==> src/rtl/panel_key_scheduler.sv <==
// panel_key_scheduler
// Turns press pulses from a bank of debounced front-panel keys into one ordered
// event stream. Simultaneous presses are served round-robin, keys selected by
// REPEAT_MASK generate auto-repeat events while held, and events are queued in a
// small first-word-fall-through FIFO with a valid/ready handshake.
//
// Ports
//   clk          system clock
//   resetn       asynchronous active-low reset
//   i_state      debounced key levels, 1 = pressed
//   i_ondn       one-cycle press pulses from the debouncers
//   o_evt_valid  FIFO head holds an event
//   i_evt_ready  consumer accepts the head when o_evt_valid & i_evt_ready
//   o_evt_key    key index of the head event
//   o_evt_repeat 1 = auto-repeat event, 0 = fresh press
//   o_drop       one-cycle pulse: a press was lost (key pressed again while unserved)
module panel_key_scheduler #(
    parameter int unsigned N_KEYS        = 8,
    parameter int unsigned HOLD_CYCLES   = 12_500_000,
    parameter int unsigned REPEAT_CYCLES = 2_500_000,
    parameter logic [N_KEYS-1:0] REPEAT_MASK = N_KEYS'(8'h0C),
    parameter int unsigned FIFO_DEPTH    = 4,
    localparam int unsigned KW = (N_KEYS > 1) ? $clog2(N_KEYS) : 1
) (
    input  logic              clk,
    input  logic              resetn,
    input  logic [N_KEYS-1:0] i_state,
    input  logic [N_KEYS-1:0] i_ondn,
    output logic              o_evt_valid,
    input  logic              i_evt_ready,
    output logic [KW-1:0]     o_evt_key,
    output logic              o_evt_repeat,
    output logic              o_drop
);

    localparam int unsigned TMAX = (HOLD_CYCLES > REPEAT_CYCLES) ? HOLD_CYCLES : REPEAT_CYCLES;
    localparam int unsigned TW   = (TMAX > 1) ? $clog2(TMAX) : 1;
    localparam int unsigned PW   = $clog2(FIFO_DEPTH);
    localparam int unsigned CW   = PW + 1;

    typedef enum logic [1:0] {
        ST_IDLE   = 2'd0,
        ST_HOLD   = 2'd1,
        ST_REPEAT = 2'd2
    } state_e;

    typedef struct packed {
        logic [KW-1:0] key;
        logic          rpt;
    } evt_t;

    // Registered state
    logic [N_KEYS-1:0] pending_q, pending_d;
    logic              rep_pending_q, rep_pending_d;
    logic [KW-1:0]     rep_key_q, rep_key_d;
    logic [KW-1:0]     rr_ptr_q, rr_ptr_d;
    state_e            state_q, state_d;
    logic [TW-1:0]     timer_q, timer_d;
    evt_t              fifo_q [FIFO_DEPTH];
    evt_t              fifo_d [FIFO_DEPTH];
    logic [PW-1:0]     wr_ptr_q, wr_ptr_d;
    logic [PW-1:0]     rd_ptr_q, rd_ptr_d;
    logic [CW-1:0]     count_q, count_d;
    logic              valid_q, valid_d;
    logic              drop_q, drop_d;

    // Combinational helpers
    logic              grant_vld;
    logic [KW-1:0]     grant_idx;
    logic              pop;
    logic              can_push;
    logic              push_press;
    logic              push_rep;
    logic              push;
    evt_t              push_evt;
    logic [N_KEYS-1:0] clr;
    logic              retarget;
    logic              held;

    // Round-robin search of registered pending bits starting at rr_ptr
    always_comb begin
        int unsigned idx;
        grant_vld = 1'b0;
        grant_idx = '0;
        idx       = 0;
        for (int unsigned i = 0; i < N_KEYS; i++) begin
            idx = (32'(rr_ptr_q) + i) % N_KEYS;
            if (!grant_vld && pending_q[KW'(idx)]) begin
                grant_vld = 1'b1;
                grant_idx = KW'(idx);
            end
        end
    end

    // Push selection, capture, FIFO bookkeeping
    always_comb begin
        pop        = valid_q & i_evt_ready;
        can_push   = (count_q != CW'(FIFO_DEPTH)) | pop;
        // Fresh presses always win; a blocked grant keeps its pending bit and rr_ptr
        push_press = grant_vld & can_push;
        push_rep   = ~grant_vld & rep_pending_q & can_push;
        push       = push_press | push_rep;

        push_evt.key = push_press ? grant_idx : rep_key_q;
        push_evt.rpt = ~push_press;

        clr       = push_press ? (N_KEYS'(1) << grant_idx) : '0;
        pending_d = (pending_q & ~clr) | i_ondn;
        // A second press on a key still waiting for service is lost
        drop_d    = |(i_ondn & pending_q & ~clr);

        rr_ptr_d = rr_ptr_q;
        if (push_press) begin
            rr_ptr_d = (grant_idx == KW'(N_KEYS - 1)) ? '0 : grant_idx + KW'(1);
        end

        fifo_d = fifo_q;
        if (push) begin
            fifo_d[wr_ptr_q] = push_evt;
        end
        wr_ptr_d = wr_ptr_q + PW'(push);
        rd_ptr_d = rd_ptr_q + PW'(pop);
        count_d  = count_q + CW'(push) - CW'(pop);
        valid_d  = (count_d != '0);
    end

    // Auto-repeat sequencer with one shared timer
    always_comb begin
        state_d       = state_q;
        rep_key_d     = rep_key_q;
        timer_d       = timer_q;
        rep_pending_d = rep_pending_q;
        retarget      = push_press & REPEAT_MASK[grant_idx];
        held          = i_state[rep_key_q];

        if (push_rep) begin
            rep_pending_d = 1'b0;
        end

        if (retarget) begin
            // Last mask-key press wins; an unsent repeat of the old key is abandoned
            state_d       = ST_HOLD;
            rep_key_d     = grant_idx;
            timer_d       = '0;
            rep_pending_d = 1'b0;
        end else begin
            case (state_q)
                ST_IDLE: begin
                    state_d = ST_IDLE;
                end
                ST_HOLD: begin
                    if (!held) begin
                        state_d       = ST_IDLE;
                        rep_pending_d = 1'b0;
                    end else if (timer_q == TW'(HOLD_CYCLES - 1)) begin
                        state_d       = ST_REPEAT;
                        timer_d       = '0;
                        rep_pending_d = 1'b1;
                    end else begin
                        timer_d = timer_q + TW'(1);
                    end
                end
                ST_REPEAT: begin
                    if (!held) begin
                        state_d       = ST_IDLE;
                        rep_pending_d = 1'b0;
                    end else if (timer_q == TW'(REPEAT_CYCLES - 1)) begin
                        timer_d       = '0;
                        rep_pending_d = 1'b1;
                    end else begin
                        timer_d = timer_q + TW'(1);
                    end
                end
                default: begin
                    state_d       = ST_IDLE;
                    rep_pending_d = 1'b0;
                end
            endcase
        end
    end

    // State registers
    always_ff @(posedge clk or negedge resetn) begin
        if (!resetn) begin
            pending_q     <= '0;
            rep_pending_q <= 1'b0;
            rep_key_q     <= '0;
            rr_ptr_q      <= '0;
            state_q       <= ST_IDLE;
            timer_q       <= '0;
            fifo_q        <= '{default: '0};
            wr_ptr_q      <= '0;
            rd_ptr_q      <= '0;
            count_q       <= '0;
            valid_q       <= 1'b0;
            drop_q        <= 1'b0;
        end else begin
            pending_q     <= pending_d;
            rep_pending_q <= rep_pending_d;
            rep_key_q     <= rep_key_d;
            rr_ptr_q      <= rr_ptr_d;
            state_q       <= state_d;
            timer_q       <= timer_d;
            fifo_q        <= fifo_d;
            wr_ptr_q      <= wr_ptr_d;
            rd_ptr_q      <= rd_ptr_d;
            count_q       <= count_d;
            valid_q       <= valid_d;
            drop_q        <= drop_d;
        end
    end

    // FIFO head is presented directly (first-word-fall-through)
    assign o_evt_valid  = valid_q;
    assign o_evt_key    = fifo_q[rd_ptr_q].key;
    assign o_evt_repeat = fifo_q[rd_ptr_q].rpt;
    assign o_drop       = drop_q;

endmodule
==> config.mk <==
export PLATFORM = sky130hd
export DESIGN_NAME = panel_key_scheduler
export DESIGN_NICKNAME = d
export VERILOG_FILES = /design/src/rtl/panel_key_scheduler.sv
export SDC_FILE = /design/constraint.sdc
export NUM_CORES = 1
export LEC_CHECK = 0
export ABC_AREA = 1
export CAP_MARGIN = 20
export CORE_MARGIN = 1.5
export CORE_UTILIZATION = 30
export CTS_BUF_LIST = sky130_fd_sc_hd__clkbuf_16
export DETAILED_ROUTE_END_ITERATION = 8
export SETUP_SLACK_MARGIN = 0.02
export SYNTH_ARGS = -nofsm -noshare
export SYNTH_HDL_FRONTEND = slang
export SYNTH_SLANG_ARGS = --single-unit
==> constraint.sdc <==
create_clock -name clk -period 4 [get_ports clk]
set_input_delay 0.8 -clock clk [delete_from_list [all_inputs] [get_ports clk]]
set_output_delay 0.8 -clock clk [all_outputs]
set_load 0.005 [all_outputs]
# ---- Word level (Yosys, flattened, before mapping)
# Memory sizes are Yosys's and may differ from the RTL's.
# Cells that the tools add are included.
# Widths: inputs -> output; s select.
dict set report op_classes {
  n_eq_ne 10
  add_sub_neg 13
  reduce_logical 21
  n_mux 62
  order_cmp 13
  multipliers 0
  div_mod_pow 0
  n_bitwise 16
  shift 1
}
# cell n
set op_table {}
lappend op_table {{$mux 24} 5}
lappend op_table {{$pmux 24 s2} 1}
lappend op_table {{$lt 3x4->1 const B} 10}
lappend op_table {{$mux 3} 10}
lappend op_table {{$bmux 1 s3} 9}
lappend op_table {{$add 24x1->24 const B} 1}
lappend op_table {{$and 8x8->8} 3}
lappend op_table {{$eq 24x22->1 const B} 1}
lappend op_table {{$eq 24x24->1 const B} 1}
lappend op_table {{$mux 1} 24}
lappend op_table {{$bwmux 16} 1}
lappend op_table {{$add 3x3->3 const B} 4}
lappend op_table {{$mux 4} 3}
lappend op_table {{$ne 3x3->1 const B} 4}
lappend op_table {{$bmux 4 s2} 1}
lappend op_table {{$demux 4 s2} 1}
lappend op_table {{$logic_and 1x1->1} 8}
lappend op_table {{$mux 2} 4}
lappend op_table {{$mux 8} 1}
lappend op_table {{$not 8->8} 1}
lappend op_table {{$or 8x8->8} 1}
lappend op_table {{$reduce_or 8->1} 1}
lappend op_table {{$shl 1x3->8 const A} 1}
lappend op_table {{$logic_not 1->1} 7}
lappend op_table {{other kinds (21)} 33}
dict set report totals {
  latch_bits 0
  mem_bits_ro 8
  n_memories 1
  ramBits 0
  reg_bits 66
  in_bits 19
  wordCells 156
}
# name depth word_bits read_ports rd_clocked_by_memory_dff write_ports line
set mem_list {}
lappend mem_list {{(name not given)} 8 1 1 0 0 133} ;# retarget = push_press & REPEAT_MASK[grant_idx];

# ---- Longest topological paths before layout
# Gate-level depths: netlist (run 1).
dict set report depth {
  ltp_word 32
  ltp_mapped 24
  mapped_depth_nobuf 22
}

# ---- Worst setup path after synthesis (run 1)
# No wires, ideal clock.
dict set report synth_path {
  path_kind {reg-to-reg}
  startpoint {register rr_ptr_q[0]}
  endpoint {register valid_q (netlist: o_evt_valid)}
  setup_ns 0.131
  path_slack_ns 0.420
  period_less_slack_ns 3.580
  t_arrival_ns 3.448
  stages_incl_launch_ff 21
  n_path_buf 2
  path_cell_list {dfrtp_1 > buf_6 > inv_2 > buf_6 > ha_1 > inv_1 > nand3_1 > nand3_2 > nand2_2 > nor2_4 > nand4_4 > nor3_2 > nand4_1 > nand2_2 > inv_1 > ha_1 > inv_1 > ha_1 > fa_1 > xor2_1 > or3_1}
}
dict set report synth_between {
  elab_chain_len 31
  elab_cells_between_ends 53
  classes_between {9 x add/sub; 24 x mux; 5 x bitwise; 15 x reduce/logical}
}
# item line
set synth_rtl {}
lappend synth_rtl {{start: declaration} 56} ;# logic [KW-1:0] rr_ptr_q, rr_ptr_d;
lappend synth_rtl {{start signal: assignment} 201} ;# rr_ptr_q <= rr_ptr_d;
lappend synth_rtl {{parallel branches: the longest is 23 deep, another holds $add 3x1->3} --}
lappend synth_rtl {{$mux 1 *} 88} ;# if (!grant_vld && pending_q[KW'(idx)]) begin
lappend synth_rtl {{$not 1->1} 101} ;# push_rep = ~grant_vld & rep_pending_q & can_push;
lappend synth_rtl {{$and 1x1->1 (2 in a row)} 101}
lappend synth_rtl {{$or 1x1->1 *} 102} ;# push = push_press | push_rep;
lappend synth_rtl {{$add 3x1->3 *} 123} ;# count_d = count_q + CW'(push) - CW'(pop);
lappend synth_rtl {{$sub 3x1->3 *} 123}
lappend synth_rtl {{named net count_d[2]} 63} ;# logic [CW-1:0] count_q, count_d;
lappend synth_rtl {{$reduce_bool 3->1 *} 124} ;# valid_d = (count_d != '0);
lappend synth_rtl {{named net valid_d} 64} ;# logic valid_q, valid_d;
lappend synth_rtl {{end signal: assignment} 208} ;# valid_q <= valid_d;
lappend synth_rtl {{end: declaration} 64}
# Mark *: on every way through the listed nets, which the timed path passes. The select of a mux whose other input is x is not followed.
# A chain may end at the register's enable or synchronous reset.

# ---- Final worst setup path (run 1)
# Ends and elaborated chain as after synthesis.

==> results of run 1 <==
## area by class of cell
type                       count  area (sq um)
sequential                    66          1650
inverter                     100           375
clock buffer                   9           225
multi-input combinational    451          2480
tap                          188           235
fill                        1619          9780
timing repair buffer          31           288
clock inverter                 7          53.8
## power by group
group | switching (mW) | internal (mW)
registers | 0.160 | 0.859
logic | 1.70 | 0.871
clock network | 0.327 | 0.423
## layer usage
metal,vias to the layer above,wire [um],global-route usage,share of wire
met5,-,0,0,0
met4,0,283,0.0622,0.026
met3,24,437,0.0342,0.039
met2,76,5260,0.248,0.47
met1,1876,5090,0.189,0.46
li1,2096,-,-,-
## synthesized netlist by cell type (2+ instances only)
| master | n |
|---|---|
| o21ai_2 | 6 |
| o21ai_0 | 39 |
| buf_6 | 4 |
| a31oi_1 | 2 |
| o21bai_1 | 5 |
| inv_1 | 87 |
| a21oi_1 | 5 |
| o2111ai_1 | 2 |
| nand3_1 | 44 |
| a21o_1 | 5 |
| xnor2_1 | 5 |
| nor2_1 | 50 |
| nand2_1 | 173 |
| buf_4 | 3 |
| inv_2 | 12 |
| nand3_2 | 9 |
| xor2_1 | 13 |
| nand2_2 | 7 |
| clkbuf_1 | 6 |
| ha_1 | 17 |
| buf_2 | 2 |
| o22ai_1 | 7 |
| nand3b_1 | 3 |
| o31ai_1 | 5 |
| dfrtp_1 | 66 |
| nand2_4 | 3 |
| nor2_4 | 6 |
| nor3_2 | 2 |
| nor3_1 | 7 |
| nor4_1 | 9 |
| nand4_1 | 15 |
## worst paths after layout
path | start | to | depth (start not counted)
worst max register to register | rr_ptr_q[0] | o_evt_valid | 18
min in group clk | fifo_q[7] | fifo_q[7] | 2
worst min register to register | fifo_q[7] | fifo_q[7] | 2
worst min-delay path | resetn | rep_pending_q | 1
worst max-delay path | rr_ptr_q[0] | o_evt_valid | 18
max in group asynchronous | resetn | pending_q[3] | 2
## worst register-to-register path: stages, from the launching register on
cell and delay (ns):
dfrtp_1 0.39, inv_2 0.17, ha_1 0.33, inv_2 0.15
nand3_1 0.13, nand3_2 0.12, nand2_2 0.07, nor2_4 0.12
nand4_4 0.11, nor3_2 0.19, nand4_1 0.15, nand2_2 0.17
inv_1 0.06, ha_1 0.27, inv_1 0.04, ha_1 0.18
fa_1 0.37, xor2_1 0.17, or3_1 0.31
## sequential cells by signal, indices dropped and copies added, names as in the netlist
register	cells
timer_q	24
fifo_q	16
pending_q	8
count_q	3
rep_key_q	3
rr_ptr_q	3
rd_ptr_q	2
state_q	2
wr_ptr_q	2
o_drop	1
o_evt_valid	1
rep_pending_q	1
## kinds of logic after synthesis
family                   count (synthesis)  synth area share
flip-flops                              66             0.358
adder cells (fa/ha/maj)                 18            0.0505
buffers and inverters                  115             0.103
XOR/XNOR                                18            0.0342
AO/OA/AOI/OAI                           82             0.111
AND/OR/NAND/NOR                        333             0.343
## metrics by stage
stage	std cells	power (mW)	setup WS [ns]	util
after floorplan	632	3.01	0.420	-
after global placement	836	3.62	0.328	0.333
after detailed placement	836	3.62	0.301	0.333
after CTS	852	4.39	0.281	0.352
after global routing	852	4.79	0.0842	0.352
final	852	4.34	0.363	0.352
## timing repair
action,in CTS,in global routing
gates resized for setup,0,1
setup endpoints to repair,0,1
hold buffers,0,0
==> impl_metrics.ini, run 1 <==
[outcome]
status = finished clean

[worst_setup_path]
endpoint_kind = flop
worstSetupPathType = flop to flop
worstPathArrival_ns = 3.86
start_kind = flop
path_cells = inv_2, ha_1, inv_2, nand3_1, nand3_2, nand2_2, nor2_4, nand4_4, nor3_2, nand4_1, nand2_2, inv_1, ha_1, inv_1, ha_1, fa_1, xor2_1, or3_1
path_max_fanout = 11
cp_slowest_stage_delay_ns = 0.39
worst_path_most_repeated_cell = ha_1
r2r_slack_ns = 0.36
cp_slowest_cell = dfrtp_1
crit_buf_inv = 4
cp_top_family = simple AND/OR/NAND/NOR gates
critPathRequiredTime_ns = 4.22

[pwr]
leakage_nw = 2.59
power_density_nw_per_um2 = 816
ir_drop_uv = 372

[synthesis]
synthTopCellsByArea = dfrtp_1, nand2_1, inv_1
synth_seq_cells = 66
synth_async_sr_flop_share = 1.00
synth_area_sq_um = 4610
ys_types = 44
syn_avg_cell_area_sq_um = 7.29
synth_edf_count = 0
ys.flop_type = dfrtp_1
synth_nets = 669
synth_top_area_frac = 0.358
yosys.area.top_type = dfrtp_1
yosysWarnings = 0
seq_area_frac_synth = 0.358
synthCells = 632

[timing]
fmax_mhz = 275
finalSetupViolations = 0
skew_ns = 0.00731
relSlewSlack = 0.535
final.min_clock_period_ns = 3.64
finalHoldViolations = 0
final_max_slew_viol_count = 0
period_share = 0.909
worstMarginPinSlew_ns = 0.691
tns_ns = 0
rsz0062_at_grt = false
holdWs_ns = 0.379

[final_layout]
final_cell_area_sq_um = 5310
layout_common_cells = nand2_1, inv_1, dfrtp_1
drive_gt1_frac = 0.111
nNetsFinal = 696
diodes = 0
syn2layout_area_growth_pct = 15.2
final_common_cell = nand2_1

[floorplan]
die-area_sq_um = 16100
initial_core_util = 0.305
core_sq_um = 15100
fp.dieW_um = 127
die_y_um = 127
io_pins = 25
rows = 45

[global_route]
grt_max_degree = 32
grt_usage = 0.150
grt.overflow.total = 0
grt_pass1_wl_um = 19200
grt_pass1_vias = 3961
antenna_found_initial = 0

[detailed_routing]
first_pass_iters = 5
wirelength_um = 11100
drt_iter0_drc = 275
drtAntennaViolNets = 0
wire_per_inst_um = 13.0
drc = 0
vias = 4072
via_per_inst = 4.78

[clock_network]
insertion_delay_ns = 0.35
cts_tree = done
htree_levels = 3
post_cts.repair.setup_buffers = 0
clockBufferDepth = 2
clockRootBuffer = clkbuf_16
clk_pin_slew_ns = 0.06
cts_num_sinks = 66
cts_inserted_buffers = 9

[placed_design]
hpwlAfterDp_um = 8540
portBuffers = 24
gp_congestion = 0.941
place_area_sq_um = 5030

[worst_hold_path]
hold_class = input pin to async pin

[job]
maxCapViolCount = 0
(Power assumes the default switching activity.)
==> run 2: changes to the inputs <==
Settings changed: PLACE_DENSITY_LB_ADDON set to 0.15, SETUP_SLACK_MARGIN 0.02 to 0.1.
==> impl_metrics.ini, run 2 (same netlist as run 1, synthesis figures left out) <==
[timing]
setup_slack_ns = 0.389
relSlewSlack = 0.505
finalHoldViolations = 0
skew_ns = 0.0102
worstMarginPinSlew_ns = 0.735
final_max_slew_viol_count = 0
finalSetupViolations = 0
tns_ns = 0
period_share = 0.903
fmax_mhz = 277
rsz0062_at_grt = false
final.min_clock_period_ns = 3.61

[worst_setup_path]
crit_cells = 18
critPathRequiredTime_ns = 4.22
cp_slowest_cell = dfrtp_1
worstPathArrival_ns = 3.84
worstSetupPathType = flop to flop
endpoint_kind = flop
crit_buf_inv = 4
cp_slowest_stage_delay_ns = 0.38
r2r_slack_ns = 0.39
rr_worst_depth = 18
path_cells = inv_2, ha_1, inv_1, nand3_1, nand3_2, nand2_2, nor2_4, nand4_4, nor3_2, nand4_1, nand2_2, inv_1, ha_1, inv_1, ha_1, fa_1, xor2_1, or3_1
path_max_fanout = 8
start_kind = flop
cp_top_family = simple AND/OR/NAND/NOR gates

[clock_network]
clockBufferDepth = 2
insertion_delay_ns = 0.34
post_cts_resized = 0
cts_hold_buf = 0
post_cts.repair.setup_buffers = 0
cts_inserted_buffers = 9
cts_num_sinks = 66
clockRootBuffer = clkbuf_16
clk_pin_slew_ns = 0.07
htree_levels = 3
cts_tree = done

[floorplan]
die-area_sq_um = 16100
io_pins = 25
die_y_um = 127
rows = 45
core_sq_um = 15100
initial_core_util = 0.305
fp.dieW_um = 127

[placed_design]
place_area_sq_um = 5060
hpwlAfterDp_um = 9260
portBuffers = 24
post-place-ws_ns = 0.386
gp_congestion = 0.895
dpl.cell_count = 840

[final_layout]
drive_gt1_frac = 0.115
syn2layout_area_growth_pct = 15.9
final_cell_area_sq_um = 5340
diodes = 0
reg.largest.list = timer_q x24, fifo_q x16, pending_q x8
final_common_cell = nand2_1
stdcell_count = 856
largest_reg_flops = 24
layout_common_cells = nand2_1, inv_1, dfrtp_1
nNetsFinal = 700
largest_register = timer_q

[pwr]
ir_drop_uv = 277
total_power_mw = 4.41
leakage_nw = 2.61
power_density_nw_per_um2 = 826

[global_route]
grt_pass1_vias = 4077
grt.overflow.total = 0
grt_pass1_wl_um = 20500
grt_max_degree = 32
antenna_found_initial = 0
grt_usage = 0.161

[detailed_routing]
drc = 0
drtAntennaViolNets = 0
first_pass_iters = 5
wirelength_um = 12100
vias = 4127
wire_per_inst_um = 14.1
via_per_inst = 4.82
drt_iter0_drc = 287

[outcome]
status = finished clean

[job]
maxCapViolCount = 0

[worst_hold_path]
hold_class = input pin to async pin
==> run 2: cell count changes in the layout (fill, tap and decap cells not counted) <==
cell / delta
buf_4: +4
inv_2: -1
inv_1: +1
==> run 2: final timing paths <==
kind,from,endpoint
max,rr_ptr_q[1],o_evt_valid
min in group clk,fifo_q[11],fifo_q[11]
max in group asynchronous,resetn,timer_q[17]
max reg2reg,rr_ptr_q[1],o_evt_valid
min,resetn,rr_ptr_q[0]
min reg2reg,fifo_q[11],fifo_q[11]
==> run 2: cell type report <==
class / instances / area, sq um
clock buffer: 9 / 225
clock inverter: 7 / 53.8
fill: 1625 / 9750
inverter: 100 / 375
multi-input combinational: 451 / 2480
sequential: 66 / 1650
tap: 188 / 235
timing repair buffer: 35 / 318
==> run 2: power by group <==
part	switching, mW	internal [mW]	leakage, nW
sequential	0.156	0.858	0.825
clock	0.336	0.424	0.128
combinational	1.75	0.891	1.66
==> run 2: per-layer routing <==
metal	track usage	wire (um)
met5	0	0
met4	0.0434	142
met3	0.0384	504
met2	0.265	5600
met1	0.213	5850
==> run 2: per-stage QoR <==
stage	utilization	hold WS, ns
6_report	0.354	0.443
3_5_place_dp	0.335	0.461
2_1_floorplan	-	0.437
3_3_place_gp	0.335	0.457
5_1_grt	0.354	0.481
4_1_cts	0.354	0.460
==> run 2: worst reg2reg max path: cells and delay by family (launching register included) <==
family | cells | cell delay [ns]
adder cells (fa/ha/maj) | 4 | 1.13
buffers and inverters | 4 | 0.43
XOR/XNOR | 1 | 0.18
flip-flops | 1 | 0.38
AND/OR/NAND/NOR | 9 | 1.37
==> run 3: changes to the inputs <==
Clock period 4 ns to 4.6 ns, I/O delays scaled along.
==> impl_metrics.ini, run 3 (same netlist as run 1, synthesis figures left out) <==
[detailed_routing]
wire_per_inst_um = 14.2
first_pass_iters = 4
drtAntennaViolNets = 0
vias = 4089
wirelength_um = 12000
via_per_inst = 4.82
drc = 0
drt_iter0_drc = 251

[clock_network]
cts_tree = done
insertion_delay_ns = 0.34
clockRootBuffer = clkbuf_16
post_cts_resized = 0
cts_hold_buf = 0
htree_levels = 3
cts_num_sinks = 66
clk_pin_slew_ns = 0.07
cts_inserted_buffers = 9
post_cts.repair.setup_buffers = 0
clockBufferDepth = 2

[pwr]
pwr-share-clk = 0.193
pwr-share-comb = 0.576
p_seq_frac = 0.230
leakage_nw = 2.60
p_int_mw = 1.98
power_density_nw_per_um2 = 736
swShare = 0.496
ir_drop_uv = 243
power.switching_mw = 1.95

[global_route]
use_met3 = 0.0312
met2_usage = 0.259
grt_pass1_wl_um = 20400
grt_util_met1 = 0.210
grt_max_degree = 67
grt_usage = 0.161
top_usage_layer = met2
antenna_found_initial = 0
grt_pass1_vias = 3973
grt.overflow.total = 0

[worst_setup_path]
start_kind = flop
r2r-start = rr_ptr_q[0]
cp-endpoint = o_evt_valid
worstSetupPathType = flop to flop
rr_worst_depth = 18
r2r_slack_ns = 0.49
startpoint = rr_ptr_q[0]
worstPathArrival_ns = 4.32
path_cells = inv_2, ha_1, inv_1, nand3_1, nand3_2, nand2_2, nor2_4, nand4_4, nor2_4, nand3_1, nand2_2, nand2_2, inv_1, ha_1, inv_1, ha_1, fa_1, or3_1
cp_slowest_cell = dfrtp_1
cp_slowest_stage_delay_ns = 0.54
rr_endpoint = o_evt_valid
endpoint_kind = flop
critPathRequiredTime_ns = 4.81
path_max_fanout = 15

[placed_design]
post-place-ws_ns = 0.523
gp_congestion = 0.903
hpwlAfterDp_um = 9220
portBuffers = 24
dpl.cell_count = 832
place_area_sq_um = 5000

[final_layout]
nNetsFinal = 692
drive_gt1_frac = 0.105
stdcell_count = 848
reg.largest.list = timer_q x24, fifo_q x16, pending_q x8
largest_register = timer_q
layout_common_cells = nand2_1, inv_1, dfrtp_1
largest_reg_flops = 24
diodes = 0
final_cell_area_sq_um = 5330
syn2layout_area_growth_pct = 15.6
final_common_cell = nand2_1

[timing]
finalSetupViolations = 0
rsz0062_at_grt = false
tns_ns = 0
period_share = 0.893
holdWs_ns = 0.471
worstMarginPinSlew_ns = 0.879
final.min_clock_period_ns = 4.11
fmax_mhz = 243
relSlewSlack = 0.414
finalHoldViolations = 0
final_max_slew_viol_count = 0
setup_slack_ns = 0.490
skew_ns = 0.00921

[outcome]
status = finished clean

[floorplan]
io_pins = 25
core_sq_um = 15100
fp.dieW_um = 127
rows = 45
die_y_um = 127
die-area_sq_um = 16100
initial_core_util = 0.305

[worst_hold_path]
hold_class = flop to flop

[job]
maxCapViolCount = 0
[run 3: worst max-delay path, delay by kind of cell (launching register included)]
kind,cells,cell delay [ns]
adder cells (fa/ha/maj),4,1.21
buffers and inverters,4,0.57
flip-flops,1,0.54
AND/OR/NAND/NOR,10,1.67
[run 3: power groups by stage]
stage | combinational (mW) | clock [mW] | sequential (mW)
floorplan | 1.78 | 0 | 0.839
global route | 2.57 | 0.811 | 0.928
CTS | 2.30 | 0.787 | 0.905
detailed placement | 2.29 | 0 | 0.915
global placement | 2.30 | 0 | 0.907
finish | 2.26 | 0.758 | 0.904
[run 3: final cells by class]
cell class | instances | area [sq um]
fill | 1607 | 9760
multi-input combinational | 451 | 2480
sequential | 66 | 1650
inverter | 100 | 375
timing repair buffer | 27 | 258
tap | 188 | 235
clock buffer | 9 | 225
clock inverter | 7 | 101
[run 3: worst min path at each step]
stage                     from    endpoint  slack (ns)  cells past startpoint
finish              fifo_q[11]  fifo_q[11]        0.47                      2
global route         fifo_q[7]   fifo_q[7]        0.51                      2
floorplan            fifo_q[7]   fifo_q[7]        0.44                      2
CTS                 fifo_q[11]  fifo_q[11]        0.47                      2
detailed placement  fifo_q[11]  fifo_q[11]        0.45                      2
global placement    fifo_q[11]  fifo_q[11]        0.46                      2
[run 3: per-layer routing]
| metal | up-vias | routed length [um] |
|---|---|---|
| li1 | 2094 | - |
| met1 | 1905 | 5700 |
| met2 | 76 | 5640 |
| met3 | 14 | 438 |
| met4 | 0 | 226 |
| met5 | - | 0 |
[run 3: through the flow]
step                power [mW]   util
floorplan                 2.62      -
global placement          3.21  0.332
detailed placement        3.21  0.332
CTS                       4.00  0.353
global route              4.31  0.353
finish                    3.92  0.353
